===== src/rtl/exe_stage_if.sv =====
// exe_stage_if: ID/EXE operands and controls in, EXE/MEM results out, WB forwarding taps.
// With EXE_FWD_EN defined the bundle also carries the source register numbers rs1_in/rs2_in.
`ifndef DSIZE
`define DSIZE 16
`endif
`ifndef ASIZE
`define ASIZE 5
`endif
`ifndef ISIZE
`define ISIZE 16
`endif

interface exe_stage_if #(
    parameter int unsigned DSIZE = `DSIZE,
    parameter int unsigned ASIZE = `ASIZE,
    parameter int unsigned ISIZE = `ISIZE
);
    logic [DSIZE-1:0] rdata1_in;
    logic [DSIZE-1:0] rdata2_in;
    logic [DSIZE-1:0] imm_in;
    logic [2:0]       opcode_in;
    logic             alusrc_in;
    logic [ASIZE-1:0] waddr_in;
    logic             wen_in;
    logic             memWrite_in;
    logic             memRead_in;
    logic             memToReg_in;
    logic             branch_in;
    logic [ISIZE-1:0] PC_in;
`ifdef EXE_FWD_EN
    logic [ASIZE-1:0] rs1_in;
    logic [ASIZE-1:0] rs2_in;
`endif
    logic [ASIZE-1:0] wb_waddr_in;
    logic             wb_wen_in;
    logic [DSIZE-1:0] wb_wdata_in;

    logic             stall_out;
    logic [DSIZE-1:0] alu_out;
    logic [DSIZE-1:0] wdata_out;
    logic [ASIZE-1:0] waddr_out;
    logic             wen_out;
    logic             memWrite_out;
    logic             memRead_out;
    logic             memToReg_out;
    logic             br_taken_out;
    logic [ISIZE-1:0] br_target_out;

    modport master (
`ifdef EXE_FWD_EN
        output rs1_in, rs2_in,
`endif
        output rdata1_in, rdata2_in, imm_in, opcode_in, alusrc_in, waddr_in, wen_in,
        output memWrite_in, memRead_in, memToReg_in, branch_in, PC_in,
        output wb_waddr_in, wb_wen_in, wb_wdata_in,
        input  stall_out, alu_out, wdata_out, waddr_out, wen_out,
        input  memWrite_out, memRead_out, memToReg_out, br_taken_out, br_target_out
    );

    modport slave (
`ifdef EXE_FWD_EN
        input  rs1_in, rs2_in,
`endif
        input  rdata1_in, rdata2_in, imm_in, opcode_in, alusrc_in, waddr_in, wen_in,
        input  memWrite_in, memRead_in, memToReg_in, branch_in, PC_in,
        input  wb_waddr_in, wb_wen_in, wb_wdata_in,
        output stall_out, alu_out, wdata_out, waddr_out, wen_out,
        output memWrite_out, memRead_out, memToReg_out, br_taken_out, br_target_out
    );
endinterface


===== src/rtl/exe_stage.sv =====
// exe_stage: execute stage (single-cycle ALU, iterative shift-add MUL, BEQ resolve) plus EXE/MEM register.
// Define EXE_FWD_EN to add EXE/MEM and WB forwarding on operand A and the rdata2 path.
`ifndef DSIZE
`define DSIZE 16
`endif
`ifndef ASIZE
`define ASIZE 5
`endif
`ifndef ISIZE
`define ISIZE 16
`endif

module exe_stage #(
    parameter int unsigned DSIZE = `DSIZE,
    parameter int unsigned ASIZE = `ASIZE,
    parameter int unsigned ISIZE = `ISIZE
) (
    input  logic       clk,
    input  logic       rst,
    exe_stage_if.slave bus
);
    localparam int unsigned    CW       = (DSIZE > 1) ? $clog2(DSIZE) : 1;
    localparam logic [CW-1:0]  CNT_LAST = CW'(DSIZE - 1);

    localparam logic [2:0] OP_ADD = 3'd0;
    localparam logic [2:0] OP_SUB = 3'd1;
    localparam logic [2:0] OP_AND = 3'd2;
    localparam logic [2:0] OP_OR  = 3'd3;
    localparam logic [2:0] OP_XOR = 3'd4;
    localparam logic [2:0] OP_SLT = 3'd5;
    localparam logic [2:0] OP_SLL = 3'd6;
    localparam logic [2:0] OP_MUL = 3'd7;

    typedef enum logic {IDLE = 1'b0, BUSY = 1'b1} state_e;

    state_e           state_q, state_d;
    logic [CW-1:0]    count_q, count_d;
    logic [DSIZE-1:0] acc_q, acc_d;
    logic [DSIZE-1:0] mcand_q, mcand_d;
    logic [DSIZE-1:0] mplier_q, mplier_d;
    logic [ASIZE-1:0] mul_waddr_q, mul_waddr_d;
    logic             mul_wen_q, mul_wen_d;
    logic             mul_memwrite_q, mul_memwrite_d;
    logic             mul_memread_q, mul_memread_d;
    logic             mul_memtoreg_q, mul_memtoreg_d;

    logic [DSIZE-1:0] alu_q, alu_d;
    logic [DSIZE-1:0] wdata_q, wdata_d;
    logic [ASIZE-1:0] waddr_q, waddr_d;
    logic             wen_q, wen_d;
    logic             memwrite_q, memwrite_d;
    logic             memread_q, memread_d;
    logic             memtoreg_q, memtoreg_d;
    logic             br_taken_q, br_taken_d;
    logic [ISIZE-1:0] br_target_q, br_target_d;

    logic             stall_c;
    logic [DSIZE-1:0] a_c, b_reg_c, b_c, alu_c, step_c;

    // Operand selection: register-file values, optionally overridden by in-flight results
`ifdef EXE_FWD_EN
    always_comb begin
        a_c = bus.rdata1_in;
        if (wen_q && (waddr_q == bus.rs1_in) && (waddr_q != '0))
            a_c = alu_q;
        else if (bus.wb_wen_in && (bus.wb_waddr_in == bus.rs1_in) && (bus.wb_waddr_in != '0))
            a_c = bus.wb_wdata_in;

        b_reg_c = bus.rdata2_in;
        if (wen_q && (waddr_q == bus.rs2_in) && (waddr_q != '0))
            b_reg_c = alu_q;
        else if (bus.wb_wen_in && (bus.wb_waddr_in == bus.rs2_in) && (bus.wb_waddr_in != '0))
            b_reg_c = bus.wb_wdata_in;
    end
`else
    logic unused_wb;
    assign unused_wb = ^{bus.wb_waddr_in, bus.wb_wen_in, bus.wb_wdata_in};
    assign a_c       = bus.rdata1_in;
    assign b_reg_c   = bus.rdata2_in;
`endif

    assign b_c    = bus.alusrc_in ? bus.imm_in : b_reg_c;
    assign step_c = acc_q + (mplier_q[0] ? mcand_q : '0);

    always_comb begin
        alu_c = '0;
        case (bus.opcode_in)
            OP_ADD:  alu_c = a_c + b_c;
            OP_SUB:  alu_c = a_c - b_c;
            OP_AND:  alu_c = a_c & b_c;
            OP_OR:   alu_c = a_c | b_c;
            OP_XOR:  alu_c = a_c ^ b_c;
            OP_SLT:  alu_c = DSIZE'($signed(a_c) < $signed(b_c));
            OP_SLL:  alu_c = a_c << b_c[3:0];
            default: alu_c = '0;
        endcase
    end

    // Next state: single-cycle ops load EXE/MEM directly; MUL bubbles until its last step
    always_comb begin
        state_d        = state_q;
        count_d        = count_q;
        acc_d          = acc_q;
        mcand_d        = mcand_q;
        mplier_d       = mplier_q;
        mul_waddr_d    = mul_waddr_q;
        mul_wen_d      = mul_wen_q;
        mul_memwrite_d = mul_memwrite_q;
        mul_memread_d  = mul_memread_q;
        mul_memtoreg_d = mul_memtoreg_q;
        alu_d          = alu_q;
        wdata_d        = wdata_q;
        waddr_d        = waddr_q;
        wen_d          = wen_q;
        memwrite_d     = memwrite_q;
        memread_d      = memread_q;
        memtoreg_d     = memtoreg_q;
        br_taken_d     = br_taken_q;
        br_target_d    = br_target_q;
        stall_c        = 1'b0;

        case (state_q)
            IDLE: begin
                if (bus.opcode_in == OP_MUL) begin
                    stall_c        = 1'b1;
                    acc_d          = '0;
                    mcand_d        = a_c;
                    mplier_d       = b_c;
                    count_d        = '0;
                    mul_waddr_d    = bus.waddr_in;
                    mul_wen_d      = bus.wen_in;
                    mul_memwrite_d = bus.memWrite_in;
                    mul_memread_d  = bus.memRead_in;
                    mul_memtoreg_d = bus.memToReg_in;
                    wen_d          = 1'b0;
                    memwrite_d     = 1'b0;
                    memread_d      = 1'b0;
                    br_taken_d     = 1'b0;
                    state_d        = BUSY;
                end else begin
                    alu_d       = alu_c;
                    wdata_d     = b_reg_c;
                    waddr_d     = bus.waddr_in;
                    wen_d       = bus.wen_in;
                    memwrite_d  = bus.memWrite_in;
                    memread_d   = bus.memRead_in;
                    memtoreg_d  = bus.memToReg_in;
                    br_taken_d  = bus.branch_in && (a_c == b_reg_c);
                    br_target_d = bus.PC_in + bus.imm_in[ISIZE-1:0];
                end
            end
            BUSY: begin
                acc_d      = step_c;
                mcand_d    = mcand_q << 1;
                mplier_d   = mplier_q >> 1;
                count_d    = count_q + CW'(1);
                wen_d      = 1'b0;
                memwrite_d = 1'b0;
                memread_d  = 1'b0;
                br_taken_d = 1'b0;
                if (count_q == CNT_LAST) begin
                    alu_d      = step_c;
                    waddr_d    = mul_waddr_q;
                    wen_d      = mul_wen_q;
                    memwrite_d = mul_memwrite_q;
                    memread_d  = mul_memread_q;
                    memtoreg_d = mul_memtoreg_q;
                    state_d    = IDLE;
                end else begin
                    stall_c = 1'b1;
                end
            end
            default: state_d = IDLE;
        endcase
    end

    always_ff @(posedge clk) begin
        if (rst) begin
            state_q        <= IDLE;
            count_q        <= '0;
            acc_q          <= '0;
            mcand_q        <= '0;
            mplier_q       <= '0;
            mul_waddr_q    <= '0;
            mul_wen_q      <= 1'b0;
            mul_memwrite_q <= 1'b0;
            mul_memread_q  <= 1'b0;
            mul_memtoreg_q <= 1'b0;
            alu_q          <= '0;
            wdata_q        <= '0;
            waddr_q        <= '0;
            wen_q          <= 1'b0;
            memwrite_q     <= 1'b0;
            memread_q      <= 1'b0;
            memtoreg_q     <= 1'b0;
            br_taken_q     <= 1'b0;
            br_target_q    <= '0;
        end else begin
            state_q        <= state_d;
            count_q        <= count_d;
            acc_q          <= acc_d;
            mcand_q        <= mcand_d;
            mplier_q       <= mplier_d;
            mul_waddr_q    <= mul_waddr_d;
            mul_wen_q      <= mul_wen_d;
            mul_memwrite_q <= mul_memwrite_d;
            mul_memread_q  <= mul_memread_d;
            mul_memtoreg_q <= mul_memtoreg_d;
            alu_q          <= alu_d;
            wdata_q        <= wdata_d;
            waddr_q        <= waddr_d;
            wen_q          <= wen_d;
            memwrite_q     <= memwrite_d;
            memread_q      <= memread_d;
            memtoreg_q     <= memtoreg_d;
            br_taken_q     <= br_taken_d;
            br_target_q    <= br_target_d;
        end
    end

    // Stall is held low while reset is asserted so upstream never freezes on reset
    assign bus.stall_out     = stall_c & ~rst;
    assign bus.alu_out       = alu_q;
    assign bus.wdata_out     = wdata_q;
    assign bus.waddr_out     = waddr_q;
    assign bus.wen_out       = wen_q;
    assign bus.memWrite_out  = memwrite_q;
    assign bus.memRead_out   = memread_q;
    assign bus.memToReg_out  = memtoreg_q;
    assign bus.br_taken_out  = br_taken_q;
    assign bus.br_target_out = br_target_q;
endmodule


===== src/flat_wrapper.sv =====
// flat-port wrapper written by rule: the top's interface ports become plain ports
module exe_stage_flat 
#(
    parameter int unsigned DSIZE = `DSIZE,
    parameter int unsigned ASIZE = `ASIZE,
    parameter int unsigned ISIZE = `ISIZE
)
  (clk, rst, bus_rdata1_in, bus_rdata2_in, bus_imm_in, bus_opcode_in, bus_alusrc_in, bus_waddr_in, bus_wen_in, bus_memWrite_in, bus_memRead_in, bus_memToReg_in, bus_branch_in, bus_PC_in, bus_wb_waddr_in, bus_wb_wen_in, bus_wb_wdata_in, bus_stall_out, bus_alu_out, bus_wdata_out, bus_waddr_out, bus_wen_out, bus_memWrite_out, bus_memRead_out, bus_memToReg_out, bus_br_taken_out, bus_br_target_out);
  exe_stage_if #(.DSIZE(DSIZE), .ASIZE(ASIZE), .ISIZE(ISIZE)) bus_i ();
  input  logic clk;
  input  logic rst;
  input wire logic [$bits(bus_i.rdata1_in)-1:0] bus_rdata1_in;
  input wire logic [$bits(bus_i.rdata2_in)-1:0] bus_rdata2_in;
  input wire logic [$bits(bus_i.imm_in)-1:0] bus_imm_in;
  input wire logic [$bits(bus_i.opcode_in)-1:0] bus_opcode_in;
  input wire logic [$bits(bus_i.alusrc_in)-1:0] bus_alusrc_in;
  input wire logic [$bits(bus_i.waddr_in)-1:0] bus_waddr_in;
  input wire logic [$bits(bus_i.wen_in)-1:0] bus_wen_in;
  input wire logic [$bits(bus_i.memWrite_in)-1:0] bus_memWrite_in;
  input wire logic [$bits(bus_i.memRead_in)-1:0] bus_memRead_in;
  input wire logic [$bits(bus_i.memToReg_in)-1:0] bus_memToReg_in;
  input wire logic [$bits(bus_i.branch_in)-1:0] bus_branch_in;
  input wire logic [$bits(bus_i.PC_in)-1:0] bus_PC_in;
  input wire logic [$bits(bus_i.wb_waddr_in)-1:0] bus_wb_waddr_in;
  input wire logic [$bits(bus_i.wb_wen_in)-1:0] bus_wb_wen_in;
  input wire logic [$bits(bus_i.wb_wdata_in)-1:0] bus_wb_wdata_in;
  output wire logic [$bits(bus_i.stall_out)-1:0] bus_stall_out;
  output wire logic [$bits(bus_i.alu_out)-1:0] bus_alu_out;
  output wire logic [$bits(bus_i.wdata_out)-1:0] bus_wdata_out;
  output wire logic [$bits(bus_i.waddr_out)-1:0] bus_waddr_out;
  output wire logic [$bits(bus_i.wen_out)-1:0] bus_wen_out;
  output wire logic [$bits(bus_i.memWrite_out)-1:0] bus_memWrite_out;
  output wire logic [$bits(bus_i.memRead_out)-1:0] bus_memRead_out;
  output wire logic [$bits(bus_i.memToReg_out)-1:0] bus_memToReg_out;
  output wire logic [$bits(bus_i.br_taken_out)-1:0] bus_br_taken_out;
  output wire logic [$bits(bus_i.br_target_out)-1:0] bus_br_target_out;
  assign bus_i.rdata1_in = bus_rdata1_in;
  assign bus_i.rdata2_in = bus_rdata2_in;
  assign bus_i.imm_in = bus_imm_in;
  assign bus_i.opcode_in = bus_opcode_in;
  assign bus_i.alusrc_in = bus_alusrc_in;
  assign bus_i.waddr_in = bus_waddr_in;
  assign bus_i.wen_in = bus_wen_in;
  assign bus_i.memWrite_in = bus_memWrite_in;
  assign bus_i.memRead_in = bus_memRead_in;
  assign bus_i.memToReg_in = bus_memToReg_in;
  assign bus_i.branch_in = bus_branch_in;
  assign bus_i.PC_in = bus_PC_in;
  assign bus_i.wb_waddr_in = bus_wb_waddr_in;
  assign bus_i.wb_wen_in = bus_wb_wen_in;
  assign bus_i.wb_wdata_in = bus_wb_wdata_in;
  assign bus_stall_out = bus_i.stall_out;
  assign bus_alu_out = bus_i.alu_out;
  assign bus_wdata_out = bus_i.wdata_out;
  assign bus_waddr_out = bus_i.waddr_out;
  assign bus_wen_out = bus_i.wen_out;
  assign bus_memWrite_out = bus_i.memWrite_out;
  assign bus_memRead_out = bus_i.memRead_out;
  assign bus_memToReg_out = bus_i.memToReg_out;
  assign bus_br_taken_out = bus_i.br_taken_out;
  assign bus_br_target_out = bus_i.br_target_out;
  exe_stage #(.DSIZE(DSIZE), .ASIZE(ASIZE), .ISIZE(ISIZE)) u_core (.clk(clk), .rst(rst), .bus(bus_i));
endmodule

===== config.mk =====
export PLATFORM = sky130hd
export DESIGN_NAME = exe_stage_flat
export DESIGN_NICKNAME = d
export VERILOG_FILES = /design/src/rtl/exe_stage_if.sv /design/src/rtl/exe_stage.sv /design/src/flat_wrapper.sv
export SDC_FILE = /design/constraint.sdc
export NUM_CORES = 1
export LEC_CHECK = 0
export ABC_CLOCK_PERIOD_IN_PS = 5400
export BUFFER_PORTS_ARGS = -buffer_cell sky130_fd_sc_hd__buf_2
export CORE_MARGIN = 5
export CORE_UTILIZATION = 51
export CTS_CLUSTER_SIZE = 30
export DETAILED_ROUTE_END_ITERATION = 6
export PLACE_DENSITY_LB_ADDON = 0.1
export SYNTH_ARGS = -nofsm -noshare
export SYNTH_HDL_FRONTEND = slang
export SYNTH_SLANG_ARGS = --single-unit

===== constraint.sdc =====
create_clock -name clk -period 5.4 [get_ports clk]
set_input_delay 1.08 -clock clk [delete_from_list [all_inputs] [get_ports clk]]
set_output_delay 1.08 -clock clk [all_outputs]
set_load 0.02 [all_outputs]

Yosys cells after proc, flatten, opt, wreduce, memory -nomap -nowiden --
Cells that the tools add are included. Widths: inputs -> output; s select.
Storage, ports and cells: register bits after elaboration 120, input port bits 102, output and inout bits 59, logic and storage cells 84
Cells by class: add/sub/neg operators 5, order comparisons 1, eq/ne operators 12, shifts and indexed selects 1, mux-type cells 34, bitwise logic cells 7, reduce and logical (&&, ||, !) cells 5
Operators by type and width (number):
- $pmux 16 s2 | 4
- $mux 16 | 7
- $pmux 16 s7 | 1
- $add 16x16->16 | 3
- $and 16x16->16 | 1
- $eq 16x16->1 | 1
- $lt 16x16->1 | 1
- $or 16x16->16 | 1
- $shl 16x4->16 | 1
- $sub 16x16->16 | 1
- $xor 16x16->16 | 1
- $eq 3x3->1 const B | 4
- $pmux 1 s2 | 6
- $mux 1 | 11
- $mux 5 | 2
- $pmux 5 s2 | 1
- $pmux 4 s2 | 1
- $eq 3x2->1 const B | 2
- $reduce_and 2->1 | 3
- $add 4x1->4 const B | 1
- $eq 4x4->1 const B | 1
- $mux 4 | 1
- $ne 2x2->1 const B | 2
- $eq 3x1->1 const B | 1
- 5 further kinds | 7

Logic depth before layout (Yosys ltp) --
depth in word-level cells 5, mapped depth 14, gate-level depth less buffers 12

Worst setup path before layout --
Ideal clock, no wire load.
path type input-to-reg, from input bus_alusrc_in, to register u_core.alu_q[8] (netlist: u_core.bus.alu_out[8]), setup time 128 ps, arrival time 4213 ps, data required time 5272 ps, slack 1059 ps, stages 14, buffers on the path 2, cell sequence buf_6 -> mux2i_4 -> buf_4 -> inv_1 -> ha_1 -> fa_1 -> a211oi_1 -> o21ai_1 -> a31oi_1 -> mux2_2 -> a2111oi_0 -> a31oi_1 -> a222oi_1 -> nor2_1
On the way: longest elaborated chain between the ends 5, elaborated cells on any way between the ends 10, those cells by class add/sub (2); shift (1); mux (4); bitwise (3)
Ends and longest elaborated chain:
- start, declared | RTL line flat_wrapper.sv:16 | input wire logic [$bits(bus_i.alusrc_in)-1:0] bus_alusrc_in;
- $mux 16 * | RTL line exe_stage.sv:82 | assign b_c = bus.alusrc_in ? bus.imm_in : b_reg_c;
- $sub 16x16->16 (tied with other cells) | RTL line exe_stage.sv:89 | OP_SUB: alu_c = a_c - b_c;
- $pmux 16 s7 * | RTL line exe_stage.sv:87 | case (bus.opcode_in)
- $mux 16 * | RTL line exe_stage.sv:124 | if (bus.opcode_in == OP_MUL) begin
- $pmux 16 s2 * | RTL line exe_stage.sv:122 | case (state_q)
- end signal, assigned | RTL line exe_stage.sv:209 | alu_q <= alu_d;
- end, declared | RTL line exe_stage.sv:47 | logic [DSIZE-1:0] alu_q, alu_d;
Every way passes the cells marked *; elsewhere a longest branch is shown, timed or not. The select of a mux whose other input is x is not followed. A chain may end at the register's enable or synchronous reset.

Worst setup path in the final report --
Ends and elaborated chain as after synthesis.

==> results.md <==
* Status: finished clean
* Ranking of synthesized cells by area: dfxtp_1 (25%), ha_1 (12%), a21oi_1 (8.5%)
* Flops & latches, synth at 120
* # resized after CTS at 0
* Synth cell types at 75
* Post-layout min period at 4360 ps
* Post-synth top cells: nand2_1 (173), a21oi_1 (162), nor2_1 (148)
* Placed cell areas at 10400 sq um
* Initial antenna violation count at 2
* Switching Fraction at 34.1%
* Family with the most delay on the worst path: compound AO/OA/AOI/OAI gates
* Synth area leader: dfxtp_1
* Final Cycle Share at 80.7%
* Final setup viols at 0
* Max incr delay on CP at 550 ps
* Vias in the first global route at 9214
* TNS Setup at 0 ps
* P&R area growth vs syn at 15.3%
* CP Max Fanout at 11
* Most used cell, CP: a31oi_1
* Most frequent cell after synthesis: nand2_1
* Worst-path cell chain: buf_2, buf_4, mux2i_4, inv_1, fa_1, a211oi_1, o21ai_1, a31oi_1, mux2_2, a2111oi_0, a31oi_1, a222oi_1, nor2_1
* Via count at 9757
* RSZ-0062 raised after global routing: false
* Number of flops mapped to enable cells by yosys at 0
* Placed insts at 1578
* Max Cap Viol at 0
* First drt pass iteration count at 5
* Final ANT Viol Nets at 0
* Setup crit end kind: flip-flop
* Hold Buf Count CTS at 0
* Peak supply drop at 218 uV
* CTS tree: yes
* Share of cells above drive strength 1 at 16.4%
* Fill cells at 1786
* Logic pwr share at 28.6%
* First-pass GRT wire length at 49400 um
* Skew final at 11.0 ps
* Setup WS pre-CTS at 682 ps
* CORE AREA at 18600 sq um
* Synth warn at 0
* CP Buf/Inv Count at 3
* Clk slew on worst S/H paths at 60 ps
* Largest net degree at the start of global routing at 81
* Port bufs at 138
* Nets at 1559
* Pin slew with the least headroom to its limit at 892 ps
* CP Launch Type: input port
* Die area at 21500 sq um
* Chip Height at 147 um
* Final Max Slew Viols at 0
* Sequential element share of the synthesized area at 25.2%
* Fin util at 59.2%
* Leakage at 4.84 nW
* Sequential share of power at 33.2%
* Longest Clk Path Bufs at 2
* Final std cells w/o fill at 1610
* Hold crit path type: flip-flop to flip-flop
* N_diodes at 0
* Vias/cell at 6.06
* Cell area after layout at 11000 sq um
* Power Density at 269 nW/um^2
* Die width at 147 um
* Final hold viol count at 0
* Top-Level Pins at 161
* WL final at 31400 um
* Drt wl/cell at 19.5 um
* Synth top area share at 25.2%
* Row cnt at 50
* Critical path's slowest cell: a2111oi_0
* Final worst setup slack at 1040 ps
* Detailed-route DRC error count at 0
* Total Routing Usage GR at 28.4%
* Initial Utilization at 51.3%
* Fmax at 230 MHz
* Syn_nets at 1455
* Synth async-reset ratio at 0%
* Clk pwr share at 38.2%
* Final Wtd Congestion at 0.984
* Critical path arrival at 4640 ps
* Slew headroom at 40.5%
* Sw Pwr at 0.00101 W
* Dominant synthesized flop cell: dfxtp_1
* Internal Power at 0.00195 W
* HPWL Detailed at 23400 um
* Worst Path Required at 5690 ps
* Post-Syn Area per Cell at 7.58 sq um
* CTS root buf: clkbuf_16
* Clk Latency, worst-skew pair at 410 ps
* 1st-iter DRT viols at 716
* TritonCTS Buffers at 17
* H-tree level count at 4
* Syn Inst Count at 1259
* Grt ovf at 0
* Critical path class: input port to flip-flop
* Clock sink count at 120
* Post-CTS setup buffers at 0
* Post-Syn Area at 9540 sq um
final timing paths:
kind	start	to	slack, ps	depth (start not counted)
min	u_core.bus.alu_out[14]	u_core.bus.alu_out[14]	450	2
max	bus_alusrc_in	u_core.bus.alu_out[8]	1040	13
max reg2reg	u_core.mplier_q[0]	u_core.bus.alu_out[14]	1810	11
min reg2reg	u_core.bus.alu_out[14]	u_core.bus.alu_out[14]	450	2
layout make-up:
type / count / area [sq um] / share of cell area (%)
inverter: 51 / 191 / 1.74
timing repair buffer: 162 / 873 / 7.94
tap: 234 / 293 / 2.66
multi-input combinational: 1011 / 6650 / 60.4
sequential: 120 / 2410 / 21.9
clock buffer: 18 / 439 / 3.99
clock inverter: 14 / 149 / 1.35
cell usage in the layout (no fill, tap or decap), types with 4 or more instances in the layout:
master	synthesis	layout
a211oi_1	41	41
a21o_1	12	12
a21oi_1	162	162
a221oi_1	9	9
a22oi_1	7	7
a311oi_1	4	4
a31oi_1	17	17
and2_1	18	18
and3_1	10	10
buf_2	2	137
buf_4	2	25
clkbuf_16	0	17
clkinvlp_4	0	4
dfxtp_1	120	119
fa_1	4	4
ha_1	90	90
inv_1	45	45
inv_2	4	4
mux2_2	4	4
mux2i_1	37	37
mux4_2	12	12
nand2_1	173	173
nand2b_1	7	7
nand3_1	21	21
nand4_1	9	9
nor2_1	148	146
nor2b_1	4	4
nor3_1	27	27
nor4_1	4	4
o211ai_1	9	9
o21a_1	5	5
o21ai_0	40	40
o21ai_1	5	5
o21bai_1	13	13
o22ai_1	4	4
o31ai_1	6	6
or3_1	7	7
xnor2_1	34	34
xor2_1	13	13
sequential cells by signal, summed over array words and instances (netlist names):
signal,count
u_core.bus.waddr_out,5
u_core.bus.wdata_out,16
u_core.mul_memwrite_q,1
u_core.bus.wen_out,1
u_core.mul_waddr_q,5
u_core.bus.alu_out,16
u_core.bus.br_taken_out,1
u_core.bus.memToReg_out,1
u_core.mul_memread_q,1
u_core.bus.memWrite_out,1
u_core.state_q,1
u_core.mplier_q,16
u_core.acc_q,16
u_core.mul_memtoreg_q,1
u_core.mcand_q,16
u_core.bus.memRead_out,1
u_core.bus.br_target_out,16
u_core.count_q,4
u_core.mul_wen_q,1
worst register-to-register path: cells and delay by family (launching register included):
| kind | cells | cell delay (ps) |
|---|---|---|
| AOI/OAI and AO/OA | 6 | 1800 |
| xor gates and xnor gates | 1 | 190 |
| adders and majority gates | 2 | 660 |
| DFF | 1 | 460 |
| and+or+nand+nor | 2 | 360 |
metal layers:
layer | global-route usage [%] | wire length, um | vias to the layer above
li1 | - | - | 4700
met1 | 38.1 | 13900 | 4618
met2 | 45.3 | 14100 | 383
met3 | 6.14 | 2370 | 52
met4 | 10.0 | 956 | 4
met5 | 0 | 24 | -
logic make-up after synthesis:
| family | Yosys count | synth area share, % |
|---|---|---|
| AOI/OAI and AO/OA | 377 | 25.1 |
| xor gates and xnor gates | 47 | 4.32 |
| adders and majority gates | 94 | 12.6 |
| buffers and inverters | 128 | 5.30 |
| DFF | 120 | 25.2 |
| muxes | 55 | 7.66 |
| and+or+nand+nor | 438 | 19.8 |
power by group through the flow:
stage	combinational, W	clock [W]	sequential [W]
after floorplan	0.000511	0	0.00104
after global placement	0.000826	0	0.000998
after detailed placement	0.000831	0	0.000999
after CTS	0.000835	0.00115	0.000981
after global routing	0.000919	0.00119	0.000988
final	0.000844	0.00113	0.000981
metrics by stage:
step,hold slack (ps),total power [W]
2_1_floorplan,436,0.00155
3_3_place_gp,438,0.00182
3_5_place_dp,442,0.00183
4_1_cts,454,0.00296
5_1_grt,466,0.00310
6_report,450,0.00295
Power figures use the tool's default switching activity.
